[config.mk]
export PLATFORM = sky130hd
export DESIGN_NAME = seq_booth_multiplier
export DESIGN_NICKNAME = d
export VERILOG_FILES = /design/src/rtl/seq_booth_multiplier_pkg.sv /design/src/rtl/mul_booth_step.sv /design/src/rtl/seq_booth_multiplier.sv
export SDC_FILE = /design/constraint.sdc
export NUM_CORES = 1
export LEC_CHECK = 0
export CORE_MARGIN = 1.5
export CORE_UTILIZATION = 54
export DETAILED_ROUTE_END_ITERATION = 12
export PLACE_DENSITY = 0.85
export REMOVE_ABC_BUFFERS = 1
export SKIP_LAST_GASP = 1
export SYNTH_ARGS = -nofsm -noshare
export SYNTH_HDL_FRONTEND = slang
export SYNTH_SLANG_ARGS = --single-unit
[constraint.sdc]
create_clock -name Clock -period 5.15 [get_ports Clock]
set_clock_uncertainty 0.1 [all_clocks]
set_input_delay 1.03 -clock Clock [delete_from_list [all_inputs] [get_ports Clock]]
set_output_delay 1.03 -clock Clock [all_outputs]
set_load 0.01 [all_outputs]
[src/rtl/seq_booth_multiplier_pkg.sv]
// Shared definitions for the sequential Booth multiplier: FSM states and default width.
package seq_booth_multiplier_pkg;

    localparam int MUL_W = 16;

    typedef enum logic [1:0] {
        MUL_IDLE = 2'd0,
        MUL_RUN  = 2'd1,
        MUL_DONE = 2'd2
    } mul_state_e;

    // Iteration counter must be able to hold the value WIDTH itself.
    function automatic int mul_cnt_w(input int width);
        return $clog2(width) + 1;
    endfunction

endpackage

[src/rtl/mul_booth_step.sv]
// One radix-2 Booth iteration: conditional add/subtract of the multiplicand,
// then arithmetic right shift of the combined {Acc, Q, Q_1} register.
module mul_booth_step #(
    parameter int WIDTH = 16
) (
    input  logic signed [WIDTH:0]   acc_i,
    input  logic        [WIDTH-1:0] q_i,
    input  logic                    q1_i,
    input  logic signed [WIDTH:0]   m_i,
    output logic signed [WIDTH:0]   acc_o,
    output logic        [WIDTH-1:0] q_o,
    output logic                    q1_o
);

    logic signed [WIDTH:0] sum;

    // Recode {Q[0],Q_1} into +M / -M / 0, then shift right keeping the sign of Acc.
    always_comb begin
        sum = acc_i;
        case ({q_i[0], q1_i})
            2'b01:   sum = acc_i + m_i;
            2'b10:   sum = acc_i - m_i;
            default: sum = acc_i;
        endcase
        {acc_o, q_o, q1_o} = {sum[WIDTH], sum, q_i};
    end

endmodule

[src/rtl/seq_booth_multiplier.sv]
// Iterative radix-2 Booth signed multiplier: WIDTH iterations per product,
// back-to-back restart from DONE, results held until the next completion.
module seq_booth_multiplier
    import seq_booth_multiplier_pkg::*;
#(
    parameter int WIDTH = MUL_W
) (
    input  logic             Clock,
    input  logic             Reset,
    input  logic             iStart,
    input  logic [WIDTH-1:0] iA,
    input  logic [WIDTH-1:0] iB,
    output logic             oBusy,
    output logic             oDone,
    output logic [WIDTH-1:0] oResultLo,
    output logic [WIDTH-1:0] oResultHi
);

    localparam int CNT_W = mul_cnt_w(WIDTH);
    localparam logic [CNT_W-1:0] LAST_STEP = CNT_W'(WIDTH - 1);

    mul_state_e              state_q, state_d;
    logic signed [WIDTH:0]   acc_q, acc_d;
    logic signed [WIDTH:0]   m_q, m_d;
    logic        [WIDTH-1:0] q_q, q_d;
    logic                    q1_q, q1_d;
    logic        [CNT_W-1:0] cnt_q, cnt_d;
    logic        [WIDTH-1:0] lo_q, lo_d;
    logic        [WIDTH-1:0] hi_q, hi_d;

    logic signed [WIDTH:0]   acc_s;
    logic        [WIDTH-1:0] q_s;
    logic                    q1_s;

    mul_booth_step #(
        .WIDTH (WIDTH)
    ) u_step (
        .acc_i (acc_q),
        .q_i   (q_q),
        .q1_i  (q1_q),
        .m_i   (m_q),
        .acc_o (acc_s),
        .q_o   (q_s),
        .q1_o  (q1_s)
    );

    // Next-state logic: operand load on an accepted start, one Booth step per RUN cycle,
    // result capture on the final step.
    always_comb begin
        state_d = state_q;
        acc_d   = acc_q;
        m_d     = m_q;
        q_d     = q_q;
        q1_d    = q1_q;
        cnt_d   = cnt_q;
        lo_d    = lo_q;
        hi_d    = hi_q;

        case (state_q)
            MUL_IDLE, MUL_DONE: begin
                if (iStart) begin
                    state_d = MUL_RUN;
                    m_d     = {iA[WIDTH-1], iA};
                    acc_d   = '0;
                    q_d     = iB;
                    q1_d    = 1'b0;
                    cnt_d   = '0;
                end else begin
                    state_d = MUL_IDLE;
                end
            end
            MUL_RUN: begin
                acc_d = acc_s;
                q_d   = q_s;
                q1_d  = q1_s;
                cnt_d = cnt_q + CNT_W'(1);
                if (cnt_q == LAST_STEP) begin
                    state_d = MUL_DONE;
                    lo_d    = q_s;
                    hi_d    = acc_s[WIDTH-1:0];
                end
            end
            default: state_d = MUL_IDLE;
        endcase
    end

    // State and datapath registers; reset clears everything, including an operation in flight.
    always_ff @(posedge Clock) begin
        if (!Reset) begin
            state_q <= MUL_IDLE;
            acc_q   <= '0;
            m_q     <= '0;
            q_q     <= '0;
            q1_q    <= 1'b0;
            cnt_q   <= '0;
            lo_q    <= '0;
            hi_q    <= '0;
        end else begin
            state_q <= state_d;
            acc_q   <= acc_d;
            m_q     <= m_d;
            q_q     <= q_d;
            q1_q    <= q1_d;
            cnt_q   <= cnt_d;
            lo_q    <= lo_d;
            hi_q    <= hi_d;
        end
    end

    assign oBusy     = (state_q == MUL_RUN);
    assign oDone     = (state_q == MUL_DONE);
    assign oResultLo = lo_q;
    assign oResultHi = hi_q;

endmodule

==> flow_summary.ini <==
[outcome]
status = finished, final reports clean

[timing]
fin_crit_ps = 3900
worstMarginPinSlew_ps = 978
max_freq_mhz = 256
fin_crit_sh = 0.758
tns_ps = 0
maxSlewHeadroom = 0.348
setup_violations = 0
slew_viol_final = 0
hold_viol = 0
rsz0062_at_grt = no

[power]
leakagePower_nw = 2.02
p_per_area_nw_per_um2 = 290
finalPower_mw = 1.59
ir_drop_mv = 0.169

[cells_and_area]
final_util = 0.669
final_cells = 734
diodes = 0
area_growth_pct = 20.4
drive_above_1_share = 0.0525
final_common_cell = nand2_1
layout.nets = 680
final_cell_mix = nand2_1 (102), dfxtp_1 (88), a21oi_1 (76), clkdlybuf4s50_1 (68), nor2_1 (48)

[grt]
grt_max_degree = 45
antenna_found_initial = 0
grt_usage = 0.257
overflow = 0
grt_pass1_wl_um = 18300
grt_pass1_vias = 4008

[yosys]
ys_warn_count = 0
synth.largest_area_cell = dfxtp_1
synth_top_area_share = 0.388
synth_area_leaders = dfxtp_1 (39%), nand2_1 (8.4%), a21oi_1 (8.4%)
yosysUniqueCellTypes = 56
yosys_most_used_dff = dfxtp_1
synthArstFlopShare = 0
netlist_area_um2 = 4540
synth_cells = 576
avgSynthCellArea_um2 = 7.89
synth_edf_count = 0
ys_seq_area_frac = 0.388
synth_seq_cells = 88

[routing]
drc = 0
first_pass_iters = 5
vias = 4255
drt-total-wl_um = 11200
via_per_inst = 5.80
postRouteAntennaNets = 0
wire_per_inst_um = 15.2
drt_iter0_markers = 270

[place]
dp.cells = 718
io_buffers = 68
hpwl_um = 7680
place.gp.congestion = 0.889

[critical_path]
cp_slowest_cell = or4_1
worstReg2RegStart = m_q[2]
path_depth = 13
critPathCaptureType = flop
cp-endpoint = oResultHi[13]
arrival_ps = 4020
critPathTopFamily = simple AND/OR/NAND/NOR gates
critPathLaunchType = flop
critical_path_required_ps = 5270
criticalPathCategory = reg -> reg
crit_path_start = m_q[2]
worst-path-buf-inv = 0
r2r_cells = 13
reg2reg_to = oResultHi[13]
reg2reg_slack_ps = 1250
cp_slowest_stage_delay_ps = 460
worstPathCellList = or3_1 -> or4_1 -> nor2_1 -> nor2_1 -> xnor2_1 -> ha_1 -> and2_1 -> a221o_1 -> o211ai_1 -> a21oi_1 -> or4_1 -> a311oi_1 -> nor3_1
crit_path_max_fanout = 7

[clocking]
clk_latency_ps = 350
cts_setup_buffers = 0
clk_pin_slew_ps = 90
holdBufCountCts = 0
cts_tree = done
postCtsResizedCells = 0
cts_sinks = 88
cts_buffers = 9
cts_max_path_buffers = 2
cts-root-buf = clkbuf_8
htreeDepth = 3

[floorplan]
die_h_um = 94.7
die_area_um2 = 8970
io_pins = 69
chipWidth_um = 94.7
initial_core_util = 0.556
row_count = 33
coreArea_um2 = 8180

[worst_hold_path]
hold_start = oResultLo[3]
holdPathStages = 2
hold_path_class = reg -> reg

[flow_run]
cap_violations = 0
## how the worst min path moves through the flow
stage,to,slack (ps)
finish,oResultLo[3],360
global route,oResultLo[4],380
CTS,oResultLo[3],360
detailed placement,oResultHi[1],350
global placement,oResultLo[12],340
floorplan,oResultLo[0],350
## through the flow
stage | setup WS, ps | instance area, um2 | hold WS [ps]
after floorplan | 1520 | 4400 | 346
after global placement | 1350 | 5270 | 344
after detailed placement | 1260 | 5270 | 349
after CTS | 1240 | 5470 | 361
after global routing | 965 | 5470 | 382
final | 1250 | 5470 | 357
## report_power, final
| part | switching, mW | internal (mW) | total, mW |
|---|---|---|---|
| clock network | 0.263 | 0.230 | 0.494 |
| logic | 0.212 | 0.157 | 0.368 |
| registers | 0.0222 | 0.702 | 0.724 |
| total | 0.497 | 1.09 | 1.59 |
## worst min-delay path, cell delays in order (launching register included)
cell	delay, ps
dfxtp_1	320
nand2_1	50
a21oi_1	50
## cells in the mapped netlist, drive strengths merged (2+ instances only)
master     n
xor2       3
nand3     11
a21oi     76
o21a       6
mux2       2
xnor2     22
nor2      49
o211ai     3
a32oi      3
nand2    102
a22oi     24
nor2b      4
or4        4
ha        20
clkbuf    34
nor4       3
a32o       2
dfxtp     88
a211oi     5
or3        3
inv       13
buf        4
a21o       6
o21ai     21
nand4      3
and3       5
and2       5
a31oi      9
a311oi     3
a2bb2oi    2
o31ai      2
o22ai      2
nand2b     5
o21bai     2
nor3       9
mux2i      6
## routing by layer
metal,routed length [um],global-route usage,up-vias
met5,0,0,-
met4,229,0.0945,0
met3,555,0.0483,25
met2,5510,0.437,109
met1,4860,0.323,1997
li1,-,-,2124
## layout make-up
class	instances	area [um2]
clock buffer	9	124
fill	680	2700
sequential	88	1760
clock inverter	7	78.8
timing repair buffer	75	733
tap	105	131
inverter	13	48.8
multi-input combinational	437	2590
## state kept, by name, indices dropped and copies added, names as in the netlist
register and count:
oResultHi 16, m_q 16, acc_q 16, q1_q 1, state_q 2, cnt_q 5, oResultLo 16, q_q 16
## kinds of logic (layout without fill, tap and decap cells)
family | count (synthesis) | after routing | share of synthesized area
compound gates | 174 | 174 | 0.239
xor+xnor | 25 | 25 | 0.0482
fa+ha+maj | 21 | 21 | 0.0595
buf+inv | 51 | 104 | 0.0424
flops | 88 | 88 | 0.388
mux | 8 | 8 | 0.0190
simple gates | 209 | 209 | 0.205
(Power assumes the default switching activity.)
